File: config.mk
export PLATFORM = sky130hd
export DESIGN_NAME = filter_ctrl
export DESIGN_NICKNAME = d
export VERILOG_FILES = /design/src/rtl/filter_pkg.sv /design/src/rtl/coef_bank.sv /design/src/rtl/filter_ctrl.sv
export SDC_FILE = /design/constraint.sdc
export NUM_CORES = 1
export LEC_CHECK = 0
export CAP_MARGIN = 40
export CELL_PAD_IN_SITES_DETAIL_PLACEMENT = 1
export CELL_PAD_IN_SITES_GLOBAL_PLACEMENT = 1
export CORE_ASPECT_RATIO = 1.5
export CORE_MARGIN = 10
export CORE_UTILIZATION = 37
export DETAILED_ROUTE_END_ITERATION = 10
export MAX_ROUTING_LAYER = met4
export PLACE_DENSITY_LB_ADDON = 0.25
export SLEW_MARGIN = 20
export SYNTH_ARGS = -nofsm -noshare
export SYNTH_HDL_FRONTEND = slang
export SYNTH_SLANG_ARGS = --single-unit
File: constraint.sdc
create_clock -name clk -period 2.1 [get_ports clk]
set_input_delay 0.42 -clock clk [delete_from_list [all_inputs] [get_ports clk]]
set_output_delay 0.42 -clock clk [all_outputs]
set_load 0.05 [all_outputs]
File: src/rtl/filter_pkg.sv
// Shared types and constants for the filter sequencing controller and its coefficient bank.
package filter_pkg;

  typedef logic [15:0] coef_t;

  localparam int unsigned NUM_COEF = 3;

  typedef enum logic {
    LP = 1'b0,
    HP = 1'b1
  } channel_t;

  typedef enum logic [1:0] {
    IDLE,
    FLUSH,
    RUN,
    DRAIN
  } ctrl_state_t;

endpackage

File: src/rtl/coef_bank.sv
// Shadow/active coefficient registers for both filters; the active set is replaced
// atomically at an edge where the controller says no sample is mid-flight.
module coef_bank
  import filter_pkg::*;
(
  input  logic        clk,
  input  logic        rst,
  input  logic        cfg_we,
  input  logic        cfg_sel,
  input  logic [1:0]  cfg_idx,
  input  logic [15:0] cfg_data,
  input  logic        cfg_commit,
  input  logic        copy_ok,
  output logic [47:0] lp_coef,
  output logic [47:0] hp_coef,
  output logic        cfg_pending
);

  coef_t shadow_q [2][NUM_COEF];
  coef_t shadow_d [2][NUM_COEF];
  coef_t active_q [2][NUM_COEF];
  logic  pending_q;
  logic  copy;

  always_comb begin
    shadow_d = shadow_q;
    if (cfg_we && (cfg_idx < 2'(NUM_COEF))) begin
      shadow_d[cfg_sel][cfg_idx] = cfg_data;
    end
    copy = pending_q && copy_ok;
  end

  // Copy from shadow_d so a write landing on the copy edge is not lost.
  always_ff @(posedge clk) begin
    if (rst) begin
      for (int c = 0; c < 2; c++) begin
        for (int i = 0; i < NUM_COEF; i++) begin
          shadow_q[c][i] <= '0;
          active_q[c][i] <= '0;
        end
      end
      pending_q <= 1'b0;
    end else begin
      shadow_q <= shadow_d;
      if (copy) begin
        active_q <= shadow_d;
      end
      pending_q <= cfg_commit | (pending_q & ~copy);
    end
  end

  always_comb begin
    lp_coef = '0;
    hp_coef = '0;
    for (int i = 0; i < NUM_COEF; i++) begin
      lp_coef[16*i +: 16] = active_q[LP][i];
      hp_coef[16*i +: 16] = active_q[HP][i];
    end
  end

  assign cfg_pending = pending_q;

endmodule

File: src/rtl/filter_ctrl.sv
// Run sequencer for the ROM-fed IIR pair: flush, paced ROM addressing, ce aligned to
// ROM latency, and drain so in-flight samples still reach the filters.
module filter_ctrl
  import filter_pkg::*;
#(
  parameter int unsigned ADDR_W     = 15,
  parameter int unsigned DIV_W      = 16,
  parameter int unsigned ROM_LAT    = 2,
  parameter int unsigned RST_CYCLES = 4
) (
  input  logic              clk,
  input  logic              rst,
  input  logic              start,
  input  logic              stop,
  input  logic              single,
  input  logic [DIV_W-1:0]  div,
  input  logic [ADDR_W-1:0] last_addr,
  input  logic              cfg_we,
  input  logic              cfg_sel,
  input  logic [1:0]        cfg_idx,
  input  logic [15:0]       cfg_data,
  input  logic              cfg_commit,
  output logic [ADDR_W-1:0] rom_addr,
  output logic              filter_rst,
  output logic              filter_ce,
  output logic [47:0]       lp_coef,
  output logic [47:0]       hp_coef,
  output logic              busy,
  output logic              done,
  output logic              cfg_pending
);

  ctrl_state_t       state_q, state_d;
  logic [7:0]        cnt_q, cnt_d;  // shared FLUSH/DRAIN length counter
  logic [DIV_W-1:0]  div_q, div_cnt_q, div_cnt_d;
  logic              single_q;
  logic [ADDR_W-1:0] last_q, addr_q, addr_d;
  logic [ROM_LAT-1:0] ce_pipe_q;
  logic              filter_rst_q, done_q, done_d;
  logic              tick, latch, at_last, copy_ok;

  always_comb begin
    state_d   = state_q;
    cnt_d     = cnt_q;
    div_cnt_d = div_cnt_q;
    addr_d    = addr_q;
    done_d    = 1'b0;
    tick      = 1'b0;
    latch     = 1'b0;
    at_last   = (addr_q == last_q);
    case (state_q)
      IDLE: begin
        if (start && !stop) begin
          state_d = FLUSH;
          cnt_d   = '0;
          addr_d  = '0;
          latch   = 1'b1;
        end
      end
      FLUSH: begin
        // Preload so the first RUN cycle ticks.
        div_cnt_d = div_q;
        if (stop) begin
          state_d = IDLE;
        end else if (cnt_q == 8'(RST_CYCLES - 1)) begin
          state_d = RUN;
        end else begin
          cnt_d = cnt_q + 8'd1;
        end
      end
      RUN: begin
        if (stop) begin
          state_d = DRAIN;
          cnt_d   = '0;
        end else if (div_cnt_q == div_q) begin
          tick      = 1'b1;
          div_cnt_d = '0;
          addr_d    = at_last ? '0 : addr_q + 1'b1;
          if (at_last && single_q) begin
            state_d = DRAIN;
            cnt_d   = '0;
          end
        end else begin
          div_cnt_d = div_cnt_q + 1'b1;
        end
      end
      DRAIN: begin
        if (cnt_q == 8'(ROM_LAT - 1)) begin
          state_d = IDLE;
          done_d  = 1'b1;
        end else begin
          cnt_d = cnt_q + 8'd1;
        end
      end
      default: state_d = IDLE;
    endcase
  end

  always_ff @(posedge clk) begin
    if (rst) begin
      state_q      <= IDLE;
      cnt_q        <= '0;
      div_q        <= '0;
      div_cnt_q    <= '0;
      single_q     <= 1'b0;
      last_q       <= '0;
      addr_q       <= '0;
      ce_pipe_q    <= '0;
      filter_rst_q <= 1'b1;
      done_q       <= 1'b0;
    end else begin
      state_q   <= state_d;
      cnt_q     <= cnt_d;
      div_cnt_q <= div_cnt_d;
      addr_q    <= addr_d;
      if (latch) begin
        div_q    <= div;
        single_q <= single;
        last_q   <= last_addr;
      end
      ce_pipe_q    <= (ce_pipe_q << 1) | ROM_LAT'(tick);
      filter_rst_q <= (state_d == FLUSH);
      done_q       <= done_d;
    end
  end

  assign rom_addr   = addr_q;
  assign filter_rst = filter_rst_q;
  assign filter_ce  = ce_pipe_q[ROM_LAT-1];
  assign busy       = (state_q != IDLE);
  assign done       = done_q;

  // Safe to swap coefficients when no run is active or a sample is being consumed.
  assign copy_ok = (state_q == IDLE) || (state_q == FLUSH) || filter_ce;

  coef_bank u_coef_bank (
    .clk         (clk),
    .rst         (rst),
    .cfg_we      (cfg_we),
    .cfg_sel     (cfg_sel),
    .cfg_idx     (cfg_idx),
    .cfg_data    (cfg_data),
    .cfg_commit  (cfg_commit),
    .copy_ok     (copy_ok),
    .lp_coef     (lp_coef),
    .hp_coef     (hp_coef),
    .cfg_pending (cfg_pending)
  );

endmodule

==> results.json <==
{
  "status": "complete, no violations",
  "netlist.area_leader.share": 0.4967,
  "hold_slack_ns": 0.2478,
  "synthCells": 1189,
  "relSlewSlack": 0.6103,
  "holdPathStages": 2,
  "fmax_mhz": 479.3,
  "fin_crit_sh": 0.9936,
  "crit_family": "compound AO/OA/AOI/OAI gates",
  "ys_seq_elements": 270,
  "design_area_um2": 14650,
  "worst_clock_skew_ns": 0.01144,
  "crit_chain": "xor2_1 > nor4_2 > buf_4 > nand4_1 > buf_6 > buf_8 > a2111o_1 > a221oi_2",
  "ys_async_sr_fraction": 0,
  "critical_path_buf_inv_count": 3,
  "io_buffers": 172,
  "grt_max_degree": 75,
  "synth_top_flop_cell": "dfxtp_1",
  "start_util": 0.3765,
  "ys_types": 62,
  "critPathRequiredTime_ns": 2.55,
  "antenna_found_initial": 0,
  "cp_data_arrival_time_ns": 2.53,
  "place_hpwl_um": 25010,
  "vias": 9537,
  "clock_latency_ns": 0.54,
  "fillers": 3288,
  "cts_hold_buf": 0,
  "avgViaCountPerCell": 5.298,
  "final-setup-viol-count": 0,
  "placed_area_um2": 13690,
  "core_um2": 28910,
  "cts_root_buffer": "clkbuf_16",
  "ir_drop_mv": 0.6604,
  "clockBufferDepth": 3,
  "die_area_um2": 36810,
  "grtUsageTotal": 0.1933,
  "fin_util": 0.5068,
  "grt_pass1_wl_um": 56680,
  "r2r_cells": 8,
  "drt-initial-drc-count": 403,
  "first_global_vias": 10180,
  "critPathKind": "reg2reg",
  "ys_seq_area_frac": 0.4967,
  "wire_per_inst_um": 19.95,
  "synth_area_leaders": "dfxtp_1 50%, mux2i_1 8.9%, a211oi_1 7.9%",
  "post-place-ws_ns": -0.4101,
  "gp_congestion": 0.8885,
  "synth_edf_count": 0,
  "dp_cells": 1747,
  "grt_overflow": 0,
  "hold_viol": 0,
  "cp-start-kind": "flop",
  "min_period_ns": 2.087,
  "yosysMostFrequentCell": "dfxtp_1",
  "cts_num_sinks": 270,
  "cp_num_cells": 8,
  "crit_path_end_kind": "flop",
  "drive_gt1_frac": 0.1496,
  "maxSlewViolCount": 0,
  "pin_count": 173,
  "yosysTopAreaCell": "dfxtp_1",
  "fin_ws_ns": 0.01342,
  "rows": 76,
  "syn_nets": 1250,
  "fin_nets": 1451,
  "min_path_type": "in2reg",
  "synthToLayoutAreaGrowth_pct": 34.61,
  "die_x_um": 160.0,
  "path_max_fanout": 8,
  "ys_warn_count": 0,
  "syn_area_um2": 10880,
  "drt_wl_total_um": 35910,
  "clk_pin_slew_worst_paths_ns": 0.07,
  "drcViolationCount": 0,
  "tns_ns": 0,
  "ys_top_cells_by_count": "270 x dfxtp_1, 221 x nor2_1, 114 x a211oi_1, 97 x mux2i_1",
  "finalNonFillerCells": 1800,
  "die_y_um": 230.0,
  "cellLeakagePower_nw": 5.974,
  "cts.htree.levels": 1,
  "p_total_mw": 12.11,
  "drt_first_pass_iters": 4,
  "ant_nets": 0,
  "cts_made_buffers": 27,
  "avgSynthCellArea_um2": 9.153,
  "cpMaxStageDelayCell": "a2111o_1",
  "powerDensity_nw_per_um2": 826.4,
  "drv_cap": 0,
  "tightest_slew_ns": 0.5792,
  "antenna_cells": 0,
  "cts_tree": "built",
  "rsz0062_at_grt": "true",
  "max_stage_delay_ns": 0.42
}
==> kinds of logic after synthesis <==
family	Yosys count	share of synthesized area
AO/OA/AOI/OAI	257	0.1683
AND/OR/NAND/NOR	415	0.1729
buffers and inverters	111	0.04013
flip-flops	270	0.4967
XOR/XNOR	35	0.02817
adder cells (fa/ha/maj)	4	0.004599
multiplexers	97	0.08922
==> worst paths after layout <==
check | from | to | slack, ns
max | div_cnt_q[9]$_SDFFE_PP0P_ | rom_addr[7]$_SDFFE_PP0P_ | 0.01
min | rst | rom_addr[4]$_SDFFE_PP0P_ | 0.25
max reg2reg | div_cnt_q[9]$_SDFFE_PP0P_ | rom_addr[7]$_SDFFE_PP0P_ | 0.01
min reg2reg | ce_pipe_q[0]$_SDFF_PP0_ | ce_pipe_q[1]$_SDFF_PP0_ | 0.44
==> registers in the layout (all words and copies together) (netlist names), 2 cells and up <==
register,count
u_coef_bank.shadow_q,96
u_coef_bank.hp_coef,48
u_coef_bank.lp_coef,48
div_cnt_q,16
div_q,16
last_q,15
rom_addr,15
cnt_q,8
ce_pipe_q,2
state_q,2
==> report_power, final <==
group	switching (mW)	total [mW]	leakage, nW	internal, mW
logic	1.12	1.74	3.34	0.622
clock network	2.12	4.92	0.430	2.80
registers	0.123	5.44	2.21	5.32
==> final cells by class <==
cell class | count | area [um^2] | share of cell area
sequential | 270 | 5429 | 0.3706
tap | 390 | 488.0 | 0.03331
clock inverter | 14 | 143.9 | 0.009822
multi-input combinational | 808 | 5211 | 0.3557
clock buffer | 35 | 755.7 | 0.05159
inverter | 8 | 30.03 | 0.002050
timing repair buffer | 275 | 2591 | 0.1769
==> worst register-to-register path: stages, from the launching register on <==
cell and delay, ns:
dfxtp_1 0.34, xor2_1 0.18, nor4_2 0.27, buf_4 0.15, nand4_1 0.10, buf_6 0.16
buf_8 0.14, a2111o_1 0.42, a221oi_2 0.23
==> what timing repair did <==
item                       CTS  global route
hold endpoints to repair     0             0
cloned                       1             0
setup endpoints to repair  128            20
buffers inserted             3             0
gates resized for setup    126            21
pin swaps                    5            12
==> layout by cell type, fill, tap and decap left out, types with 6 or more instances in the layout <==
cell | Yosys | routed
buf_12 | 0 | 18
a221oi_1 | 16 | 6
dfxtp_2 | 0 | 16
and3_1 | 9 | 9
dlygate4sd2_1 | 0 | 109
clkdlybuf4s50_1 | 0 | 55
o21ai_0 | 21 | 21
nand2_1 | 85 | 85
buf_4 | 0 | 87
a31oi_1 | 12 | 11
o211ai_1 | 7 | 7
clkbuf_16 | 0 | 27
a221oi_2 | 1 | 11
nor4_1 | 12 | 8
nor2_1 | 221 | 221
mux2i_1 | 97 | 97
nand3_1 | 25 | 25
clkbuf_8 | 0 | 6
nand2b_1 | 6 | 6
a211oi_1 | 114 | 114
xor2_1 | 30 | 30
a21oi_1 | 44 | 44
a211o_1 | 8 | 8
nor3_1 | 6 | 6
dfxtp_1 | 270 | 253
inv_1 | 8 | 8
nand4_1 | 10 | 10
==> metal layers <==
layer,vias up,GRT usage,part of all wire
met5,-,-,0
met4,0,0.05121,0.022
met3,52,0.02969,0.038
met2,190,0.3504,0.52
met1,4667,0.2158,0.42
li1,4628,-,-
Power figures use the tool's default switching activity.
